### src/rtl/fdenorm_shift_pkg.sv
// ---------------------------------------------------------------------------
// fdenorm_shift_pkg
// Shared constants and types for the denormalizing right-shift stage.
//   DEN_EXT / DEN_DBL : exponent encodings written for denormal results
//   *_BIT / *_HI / *_LO : bit positions inside the 82-bit internal operand
//   fdn_stage_t        : payload carried from the coarse to the fine stage
// ---------------------------------------------------------------------------
package fdenorm_shift_pkg;

  localparam logic [15:0] DEN_EXT = 16'h4000;
  localparam logic [11:0] DEN_DBL = 12'h400;

  localparam int SIGN_BIT    = 81;
  localparam int EXT_EXP_HI  = 80;
  localparam int EXT_EXP_LO  = 66;
  localparam int EXP_TOP_BIT = 65;
  localparam int TAG_BIT     = 64;
  localparam int DBL_EXP_HI  = 63;
  localparam int DBL_EXP_LO  = 53;

  localparam int EXT_MANT_W  = 64;
  localparam int DBL_MANT_W  = 53;
  localparam int WORD_W      = 130;

  // Coarse-shifted mantissa word plus everything the fine stage needs.
  typedef struct packed {
    logic              sign;
    logic              tag;
    logic              is_dbl;
    logic [2:0]        fine_sh;
    logic              denorm;
    logic              valid;
    logic [WORD_W-1:0] word;
  } fdn_stage_t;

endpackage

### src/rtl/fdenorm_shift_sticky_or.sv
// ---------------------------------------------------------------------------
// fdn_sticky_or
// Parameterized-width OR reduction used for sticky and mantissa-nonzero flags.
//   vec     : bits to reduce (W wide)
//   any_set : 1 when any bit of vec is set
// ---------------------------------------------------------------------------
module fdn_sticky_or #(
  parameter int W = 8
) (
  input  logic [W-1:0] vec,
  output logic         any_set
);

  assign any_set = |vec;

endmodule

### src/rtl/fdenorm_shift.sv
// ---------------------------------------------------------------------------
// fdenorm_shift
// Two-stage denormalizing right shifter. Operands whose exponent is below the
// minimum normal exponent get their mantissa shifted right by the offset,
// the exponent pinned to the denormal encoding, and guard/round/sticky bits
// produced for the rounding stage. Stage 1 shifts by multiples of 8, stage 2
// by the remaining 0..7 and forms the outputs. Both stages hold on clkEn=0.
//
// Ports:
//   clk, rst      clock, synchronous active-low reset
//   clkEn         pipeline advance
//   en            input valid
//   A             82-bit operand (sign 81, EXT exp {65,80:66}, tag 64,
//                 EXT mantissa 63:0 / DBL exp {65,63:53}, mantissa 52:0)
//   isDBL, isEXT  format select (isDBL wins; otherwise extended)
//   offset        two's-complement denormal offset
//   res, grs      shifted operand and guard/round/sticky
//   res_vld       output valid
//   inexact       OR of grs, qualified by res_vld
//
// Build option: define FDENORM_FTZ_EN to flush every denormal result to a
// signed zero instead of producing a gradual-underflow mantissa.
// ---------------------------------------------------------------------------
module fdenorm_shift #(
  parameter int MSH = 7
) (
  input  logic        clk,
  input  logic        rst,
  input  logic        clkEn,
  input  logic        en,
  input  logic [81:0] A,
  input  logic        isDBL,
  input  logic        isEXT,
  input  logic [15:0] offset,
  output logic [81:0] res,
  output logic [2:0]  grs,
  output logic        res_vld,
  output logic        inexact
);

  import fdenorm_shift_pkg::*;

  // Only two formats exist; anything not double is treated as extended.
  logic unused_isext;
  assign unused_isext = isEXT;

  logic [63:0]       mant_in;
  logic [MSH-1:0]    sh;
  logic              sat;
  logic              m_nz;
  logic [WORD_W-1:0] coarse_word;

  assign mant_in = isDBL ? {A[52:0], 11'b0} : A[63:0];

  // Negative or zero offsets mean a normal number; anything past the shifter
  // range saturates to the all-ones shift amount.
  always_comb begin
    sh = '0;
    if (offset[15]) begin
      sh = '0;
    end else if (|offset[14:MSH]) begin
      sh = '1;
    end else begin
      sh = offset[MSH-1:0];
    end
  end

  // Beyond width+2 the whole mantissa lands in sticky, but some bits fall
  // off the bottom of the 130-bit word, so sticky comes from the raw mantissa.
  assign sat = isDBL ? (32'(sh) >= DBL_MANT_W + 2) : (32'(sh) >= EXT_MANT_W + 2);

  assign coarse_word = {mant_in, 66'b0} >> {sh[MSH-1:3], 3'b000};

  fdn_sticky_or #(.W(64)) u_mant_or (
    .vec     (mant_in),
    .any_set (m_nz)
  );

  fdn_stage_t  s1;
  logic [15:0] hi_s1;
  logic [10:0] dexp_s1;
  logic        sat_s1;
  logic        m_nz_s1;

  // Stage 1: capture the coarse-shifted word and the pass-through fields.
  // Data loads even for bubbles; only the valid bit tracks en.
  always_ff @(posedge clk) begin
    if (!rst) begin
      s1      <= '0;
      hi_s1   <= '0;
      dexp_s1 <= '0;
      sat_s1  <= 1'b0;
      m_nz_s1 <= 1'b0;
    end else if (clkEn) begin
      s1.sign    <= A[SIGN_BIT];
      s1.tag     <= A[TAG_BIT];
      s1.is_dbl  <= isDBL;
      s1.fine_sh <= sh[2:0];
      s1.denorm  <= (sh != '0);
      s1.valid   <= en;
      s1.word    <= coarse_word;
      hi_s1      <= A[EXT_EXP_HI:EXP_TOP_BIT];
      dexp_s1    <= A[DBL_EXP_HI:DBL_EXP_LO];
      sat_s1     <= sat;
      m_nz_s1    <= m_nz;
    end
  end

  logic [WORD_W-1:0] fine_word;
  logic              ext_sticky;
  logic              dbl_sticky;
  logic [81:0]       res_next;
  logic [2:0]        grs_next;
  logic              inexact_next;

  assign fine_word = s1.word >> s1.fine_sh;

  fdn_sticky_or #(.W(64)) u_ext_or (
    .vec     (fine_word[63:0]),
    .any_set (ext_sticky)
  );

  fdn_sticky_or #(.W(75)) u_dbl_or (
    .vec     (fine_word[74:0]),
    .any_set (dbl_sticky)
  );

  // Stage 2: fine shift, rebuild the operand and pick guard/round/sticky
  // from the format-specific positions in the shifted word.
  always_comb begin
    res_next                          = '0;
    res_next[SIGN_BIT]                = s1.sign;
    res_next[EXT_EXP_HI:EXP_TOP_BIT]  = hi_s1;
    res_next[TAG_BIT]                 = s1.tag;
    res_next[DBL_EXP_HI:DBL_EXP_LO]   = dexp_s1;
    grs_next                          = '0;
    if (s1.is_dbl) begin
      res_next[52:0] = fine_word[129:77];
      grs_next = {fine_word[76], fine_word[75], sat_s1 ? m_nz_s1 : dbl_sticky};
      if (s1.denorm) begin
        {res_next[EXP_TOP_BIT], res_next[DBL_EXP_HI:DBL_EXP_LO]} = DEN_DBL;
      end
    end else begin
      res_next[63:0] = fine_word[129:66];
      grs_next = {fine_word[65], fine_word[64], sat_s1 ? m_nz_s1 : ext_sticky};
      if (s1.denorm) begin
        {res_next[EXP_TOP_BIT], res_next[EXT_EXP_HI:EXT_EXP_LO]} = DEN_EXT;
      end
    end
    inexact_next = |grs_next;
`ifdef FDENORM_FTZ_EN
    if (s1.denorm) begin
      if (s1.is_dbl) begin
        res_next[52:0] = '0;
      end else begin
        res_next[63:0] = '0;
      end
      grs_next     = 3'b001;
      inexact_next = m_nz_s1;
    end
`endif
  end

  // Output registers; reset wins over a stalled pipeline.
  always_ff @(posedge clk) begin
    if (!rst) begin
      res     <= '0;
      grs     <= '0;
      res_vld <= 1'b0;
      inexact <= 1'b0;
    end else if (clkEn) begin
      res     <= res_next;
      grs     <= grs_next;
      res_vld <= s1.valid;
      inexact <= s1.valid & inexact_next;
    end
  end

endmodule

### config.mk
export PLATFORM = sky130hd
export DESIGN_NAME = fdenorm_shift
export DESIGN_NICKNAME = d
export VERILOG_FILES = /design/src/rtl/fdenorm_shift_pkg.sv /design/src/rtl/fdenorm_shift_sticky_or.sv /design/src/rtl/fdenorm_shift.sv
export SDC_FILE = /design/constraint.sdc
export NUM_CORES = 1
export LEC_CHECK = 0
export ABC_AREA = 1
export BUFFER_PORTS_ARGS = -buffer_cell sky130_fd_sc_hd__buf_2
export CAP_MARGIN = 30
export CORE_UTILIZATION = 64
export DETAILED_ROUTE_END_ITERATION = 8
export PLACE_DENSITY = 0.95
export SYNTH_ARGS = -nofsm -noshare
export SYNTH_HDL_FRONTEND = slang
export SYNTH_SLANG_ARGS = --single-unit
export TNS_END_PERCENT = 50
### constraint.sdc
create_clock -name clk -period 4.8 [get_ports clk]
set_clock_uncertainty 0.05 [all_clocks]
set_input_delay 0.96 -clock clk [delete_from_list [all_inputs] [get_ports clk]]
set_output_delay 0.96 -clock clk [all_outputs]
set_load 0.02 [all_outputs]
==> results of run 1 <==
[area by class of cell]
class                      instances  area [µm²]  area share, %
timing repair buffer             219        1210           6.73
sequential                       254        5090           28.3
tap                              324         405           2.26
inverter                         198         748           4.16
antenna                            2        5.00         0.0278
clock buffer                      34         783           4.36
multi-input combinational       2084        9450           52.6
clock inverter                    18         282           1.57
[registers in the layout (all words and copies together), names as in the netlist]
signal    flops
dexp_s1      11
grs           3
hi_s1        16
inexact       1
m_nz_s1       1
res          82
res_next      2
res_vld       1
s1          136
sat_s1        1
[worst min-delay path by stage]
| stage | end | from | slack, ps | cells after the start |
|---|---|---|---|---|
| after detailed placement | res[70]$_SDFFE_PN0P_ | hi_s1[5]$_SDFFE_PN0P_ | 410 | 2 |
| after global routing | res[75]$_SDFFE_PN0P_ | hi_s1[10]$_SDFFE_PN0P_ | 430 | 2 |
| final | res[75]$_SDFFE_PN0P_ | hi_s1[10]$_SDFFE_PN0P_ | 420 | 2 |
| after floorplan | res[66]$_SDFFE_PN0P_ | hi_s1[1]$_SDFFE_PN0P_ | 390 | 2 |
| after global placement | res[66]$_SDFFE_PN0P_ | hi_s1[1]$_SDFFE_PN0P_ | 390 | 2 |
| after CTS | s1[9]$_SDFFE_PN0P_ | s1[9]$_SDFFE_PN0P_ | 420 | 2 |
[metrics by stage]
| stage | hold WS [ps] | util [%] | setup WS [ps] |
|---|---|---|---|
| 2_1_floorplan | 385 | - | 2310 |
| 3_3_place_gp | 393 | 68.8 | 1270 |
| 3_5_place_dp | 406 | 68.8 | 1220 |
| 4_1_cts | 417 | 73.1 | 1750 |
| 5_1_grt | 429 | 73.3 | 1390 |
| 6_report | 419 | 73.3 | 1530 |
[cells in the mapped netlist, types with 2 or more instances]
cell type,instances,area [µm²]
sky130_fd_sc_hd__dfxtp_1,254,5080
sky130_fd_sc_hd__or2_1,14,87.6
sky130_fd_sc_hd__clkbuf_1,107,402
sky130_fd_sc_hd__o21ai_0,318,1590
sky130_fd_sc_hd__nor2_1,213,800
sky130_fd_sc_hd__nor4_1,8,50.1
sky130_fd_sc_hd__a22oi_1,4,30.0
sky130_fd_sc_hd__o211ai_1,64,480
sky130_fd_sc_hd__nand4_1,9,56.3
sky130_fd_sc_hd__inv_1,188,706
sky130_fd_sc_hd__a211oi_1,5,37.5
sky130_fd_sc_hd__mux2i_1,12,120
sky130_fd_sc_hd__clkinv_1,2,7.51
sky130_fd_sc_hd__o21ai_1,51,255
sky130_fd_sc_hd__buf_6,3,33.8
sky130_fd_sc_hd__a31oi_1,47,294
sky130_fd_sc_hd__nor2_4,2,22.5
sky130_fd_sc_hd__inv_2,7,26.3
sky130_fd_sc_hd__o22ai_1,10,62.6
sky130_fd_sc_hd__buf_1,24,90.1
sky130_fd_sc_hd__or2_2,19,119
sky130_fd_sc_hd__o21a_1,5,37.5
sky130_fd_sc_hd__a21oi_1,165,826
sky130_fd_sc_hd__nand2_2,2,12.5
sky130_fd_sc_hd__nand2_1,920,3450
sky130_fd_sc_hd__buf_2,60,300
sky130_fd_sc_hd__nand3_1,198,991
sky130_fd_sc_hd__nand3b_1,2,15.0
sky130_fd_sc_hd__nor3_1,12,60.1
sky130_fd_sc_hd__buf_4,12,90.1
[worst min-delay path, stage by stage (launching register included)]
cell and delay, ps:
sky130_fd_sc_hd__dfxtp_1 310, sky130_fd_sc_hd__nand2_1 60, sky130_fd_sc_hd__a21oi_1 60
[power by group]
group,internal (mW),leakage (nW),total [mW],switching [mW]
Combinational,0.381,5.57,1.32,0.943
Clock,1.49,0.521,2.48,0.984
Sequential,2.23,2.09,2.33,0.100
[kinds of logic after synthesis]
family	after synthesis	synth area share [%]
and+or+nand+nor	1402	35.2
AOI/OAI and AO/OA	670	22.4
buffers and inverters	404	10.3
DFF	254	31.4
muxes	12	0.742
[per-layer routing]
| layer | up-vias | track usage [%] |
|---|---|---|
| met5 | - | 0 |
| met4 | 2 | 22.5 |
| met3 | 206 | 8.94 |
| met2 | 1396 | 68.6 |
| met1 | 8763 | 60.1 |
| li1 | 9058 | - |
==> run summary, run 1 <==
* finished clean — outcome
* input pin — critical path startpoint category
* 2000 — Layout fillers
* 23700 µm — routed length on met1
* 161 µm — Vert. Die Dim
* 0 — count of final setup violators
* 3078 — cell count after placement
* 2742 — number of standard cells after synthesis
* 2846 — synthesized netlist net count
* 0 — count of synthesis-stage warnings from yosys
* 3133 — Layout Cells excl Fill
* 1 — total number of H-tree levels
* 0 — CTS Hold Bufs
* sky130_fd_sc_hd__a211oi_1 — highest-delay cell along the critical path
* 6.20 — vias per inst
* 0 — number of enable flip-flop cells after synthesis
* 60300 µm — Total Wirelength
* 8 — number of optimization iterations in the first detailed-route pass
* sky130_fd_sc_hd__dfxtp_1 — Most used DFF post-synth
* 341 nW/µm² — Pwr Density
* 0% — Post-synth ARST share
* 5170 ps — endpoint required time on the critical path
* met5 — topmost layer with routed signal wires
* simple AND/OR/NAND/NOR gates — cell type group with the largest total delay on the critical path
* 65.9% — initial standard-cell utilization of the core
* flop — endpoint class of the critical path
* 18000 µm² — Layout Cell Area excl Fill
* 1.03 — Final GP Congestion
* 0 — count of cells resized by post-cts repair
* 580 ps — worst-skew pair later-pin latency
* input pin to flop — critical path class
* 13 — cell depth of the worst flop-to-flop path
* 126 — largest net degree at the start of global routing
* 11.1% — layout cells sized above 1
* 11.1% — Area growth syn-to-layout
* 306 MHz — highest clock frequency the design can meet
* 660 ps — maximum single-stage delay on the critical path
* 3009 — number of DRC violations after detailed-routing iteration 0
* 16900 µm² — Area after DPL
* 44.8% — GRT Util Overall
* 24500 µm² — Core Region
* 3 — number of buffers between clock root and the deepest sink
* 254 — Yosys reg bits
* yes — clock tree from TritonCTS
* 161 µm — Die Span X
* s1[132]$_SDFFE_PN0P_ — start of the worst register-to-register path
* 59 — critical path fanouts, max
* 2 — number of antenna violations at the first check in global routing
* 0 — overflow left after global routing
* 8.18 nW — leakage power total
* 0 — # DRC
* sky130_fd_sc_hd__nor2_1 — most used cell, CP
* 0 — number of hold violations in the final report
* 42700 µm — estimated wirelength of the detail-placed design
* sky130_fd_sc_hd__nand2_1 — leading cell type in the layout, fill and taps excluded
* 3640 ps — CP Data Arrival Time
* 70 ps — clock-pin slew on the worst setup and hold paths
* 16200 µm² — Synth Cell Area
* 17.1k — number of global-route vias before repair
* 1590 ps — minimum setup slack among reg-to-reg paths
* 19.2 µm — wire length per cell after detailed routing
* 25900 µm² — Die ar.
* 28 — number of buffers created by CTS
* 30.7% — worst slew margin relative to its limit
* sky130_fd_sc_hd__clkbuf_16 — root cell of the clock tree
* 254 — number of sinks handled by clock tree synthesis
* 2889 — post-layout net count
* 0 — Pins Over Slew Limit
* 68.1% — share of the clock period used by the worst path
* 189 — number of buffer cells added on primary ports
* 0 — number of nets with antenna violations after detailed routing
* 0 — Maximum Capacitance Violations
* 0 — buffers inserted during post-CTS setup optimization
* inexact$_SDFFE_PN0P_ — R2R Path End
* 92000 µm — first-pass GRT wire length
* 11 — Crit. path cell count
* 3270 ps — final period demand of the worst path
* 35 — Unique masters post-synth
* 1040 ps — Worst Tran Pin Value
* s1[50]$_SDFFE_PN0P_ — destination of the critical timing path
* offset[9] — startpoint of the worst setup timing path
* 0.362 mV — largest vdd supply drop
* buf_2 -> nor2_1 -> nand2_1 -> nor2_4 -> nand2_1 -> nand2_4 -> inv_4 -> o21ai_0 -> nor2_1 -> a211oi_1 -> nor2_1 — sequence of cells on the critical path
* 7610 µm — met3 WL
* 6.13 mW — PnR Total Power
* 2 — CP Buf/Inv Count
* flop to flop — worst hold path class
* 5.90 µm² — average size of a mapped cell
* 31.4% — sequential fraction of the synthesis area
* sky130_fd_sc_hd__nand2_1 (920), sky130_fd_sc_hd__o21ai_0 (318), sky130_fd_sc_hd__dfxtp_1 (250) — most frequent cells in the layout
* no — setup repair after global routing missed its margin
* 19.4k — vias
* 191 — IO Count
* 0 ps — Post-Route Setup TNS
* 25500 µm — Routed met2 length
* 57 — count of standard-cell rows
Note: power is estimated with default switching activity, not from simulation.
==> run 2: changes to the inputs <==
Settings changed: CORE_UTILIZATION 64 to 54, PLACE_DENSITY 0.95 to 0.87.
Clock period 4.8 ns to 2.7 ns, I/O delays scaled along.
==> run 2 against run 1 <==
  * Flip-flop and latch count unchanged
  * Largest power group is now sequential cells
  * Largest cell class unchanged
  * Sequential power increased by 78%
  * Count of clock-buffer cells in the layout increased by 5
==> run summary, run 2 (synthesis gave the netlist of run 1 again) <==
* finished clean — outcome
* 0 — count of cells resized by post-cts repair
* 0 — buffers inserted during post-CTS setup optimization
* 60 ps — clock-pin slew on the worst setup and hold paths
* 39.3% — part of the total power dissipated in sequential elements
* inexact$_SDFFE_PN0P_ — R2R Path End
* flop — endpoint class of the critical path
* 30700 µm² — Die ar.
* 189 — number of buffer cells added on primary ports
* 44.8% — worst slew margin relative to its limit
* s1 x136, res x82, hi_s1 x16 — Regs by FF count
* sky130_fd_sc_hd__nand2_1 — leading cell type in the layout, fill and taps excluded
* yes — clock tree from TritonCTS
* 3339 — Layout Cells excl Fill
* 38.7% — GRT Util Overall
* 175 µm — Die Span X
* 0 — number of nets with antenna violations after detailed routing
* s1[132]$_SDFFE_PN0P_ — startpoint of the worst setup timing path
* 93700 µm — first-pass GRT wire length
* 0 — # DRC
* 136 — flip-flop count of the largest register, all copies and words added
* 0 — Maximum Capacitance Violations
* 94.8% — share of the clock period used by the worst path
* 1 — number of antenna violations at the first check in global routing
* 24.7% — logic gate share of total power
* 28 — number of buffers created by CTS
* 0 — antenna cells
* 550 ps — worst-skew pair later-pin latency
* 19.4k — vias
* s1 — Most flops, register
* 8.86 nW — leakage power total
* sky130_fd_sc_hd__nand2_1 (920), sky130_fd_sc_hd__o21ai_0 (318), sky130_fd_sc_hd__dfxtp_1 (250) — most frequent cells in the layout
* 2506 — number of DRC violations after detailed-routing iteration 0
* 391 MHz — highest clock frequency the design can meet
* 26 — critical path fanouts, max
* 3130 ps — endpoint required time on the critical path
* 820 ps — Worst Tran Pin Value
* 2990 ps — CP Data Arrival Time
* 0.597 mV — largest vdd supply drop
* sky130_fd_sc_hd__clkbuf_16 — root cell of the clock tree
* 3032 — post-layout net count
* 60600 µm — Total Wirelength
* 0 ps — Post-Route Setup TNS
* s1[132]$_SDFFE_PN0P_ — start of the worst register-to-register path
* input pin to flop — worst hold path class
* 191 — IO Count
* 15.1% — layout cells sized above 1
* 19100 µm² — Layout Cell Area excl Fill
* inexact$_SDFFE_PN0P_ — destination of the critical timing path
* 63 — count of standard-cell rows
* 7.01 mW — Int Power
* 0 — number of hold violations in the final report
* 46100 µm — estimated wirelength of the detail-placed design
* 12 — cell depth of the worst flop-to-flop path
* 33.4% — Sw Ratio
* 2560 ps — final period demand of the worst path
* 18200 µm² — Area after DPL
* 18.1 µm — wire length per cell after detailed routing
* 140 ps — minimum setup slack among reg-to-reg paths
* 3 — number of buffers between clock root and the deepest sink
* 3288 — cell count after placement
* 29600 µm² — Core Region
* 3.52 mW — switching power
* 550 nW/µm² — Pwr Density
* 17.2k — number of global-route vias before repair
* 175 µm — Vert. Die Dim
* flop — critical path startpoint category
* 18.3% — Area growth syn-to-layout
* 36.1% — clock power share
* 1 — total number of H-tree levels
* 0 — overflow left after global routing
* no — setup repair after global routing missed its margin
* 160 — largest net degree at the start of global routing
* 54.7% — initial standard-cell utilization of the core
* 8 — number of optimization iterations in the first detailed-route pass
* 0 — Pins Over Slew Limit
* 5.80 — vias per inst
* 0 — CTS Hold Bufs
* flop to flop — critical path class
* 171 ps — worst hold margin
* 1.03 — Final GP Congestion
* 0 — count of final setup violators
* 254 — number of sinks handled by clock tree synthesis
run 2: changes by cell type in the layout (fill, tap and decap cells not counted), sizes merged:
cell	delta
clkinv	-3
bufinv	-5
inv	+1
clkinvlp	+1
buf	+143
clkbuf	+5
diode	-2
run 2: worst min-delay path by stage:
stage	startpoint	endpoint	slack [ps]	depth (start not counted)
after floorplan	hi_s1[1]$_SDFFE_PN0P_	res[66]$_SDFFE_PN0P_	390	2
after CTS	A[68]	hi_s1[3]$_SDFFE_PN0P_	150	3
after global routing	A[81]	res_next[81]$_SDFFE_PN0P_	180	3
after global placement	hi_s1[11]$_SDFFE_PN0P_	res[76]$_SDFFE_PN0P_	390	2
final	A[68]	hi_s1[3]$_SDFFE_PN0P_	170	3
after detailed placement	hi_s1[5]$_SDFFE_PN0P_	res[70]$_SDFFE_PN0P_	400	2
run 2: per-stage QoR:
step	setup slack [ps]	utilization (%)	total power, mW
after floorplan	627	-	5.74
after global placement	-56.0	61.7	6.67
after detailed placement	-90.9	61.7	6.71
after CTS	281	64.7	10.5
after global routing	18.3	64.7	10.9
final	141	64.7	10.5
run 2: metal layers:
metal	part of all wire, %	GRT usage (%)
met1	42	53.4
met2	43	59.5
met3	11	6.38
met4	4.6	16.3
met5	0	0
run 2: final cells by class:
type | count | area (µm²)
fill | 2799 | 10400
clock buffer | 39 | 793
clock inverter | 12 | 108
multi-input combinational | 2084 | 9440
tap | 390 | 488
inverter | 198 | 748
sequential | 254 | 5090
timing repair buffer | 362 | 2470
run 2: power by group through the flow:
| stage | clock, mW | sequential [mW] | combinational (mW) |
|---|---|---|---|
| after detailed placement | 0 | 4.21 | 2.50 |
| after floorplan | 0 | 4.26 | 1.48 |
| after CTS | 3.83 | 4.13 | 2.52 |
| after global routing | 3.94 | 4.15 | 2.83 |
| after global placement | 0 | 4.20 | 2.47 |
| final | 3.80 | 4.14 | 2.60 |
run 2: critical path: stages, from the launching register on:
cell and delay [ps]:
sky130_fd_sc_hd__dfxtp_4 360, sky130_fd_sc_hd__inv_2 310, sky130_fd_sc_hd__buf_12 230, sky130_fd_sc_hd__nand2_1 110, sky130_fd_sc_hd__nand3_1 110, sky130_fd_sc_hd__nand2_1 100, sky130_fd_sc_hd__nand2_1 70, sky130_fd_sc_hd__nand2_1 90
sky130_fd_sc_hd__o21ai_0 660, sky130_fd_sc_hd__nor2_1 120, sky130_fd_sc_hd__nand2_1 140, sky130_fd_sc_hd__nand2_1 60, sky130_fd_sc_hd__a21oi_1 100
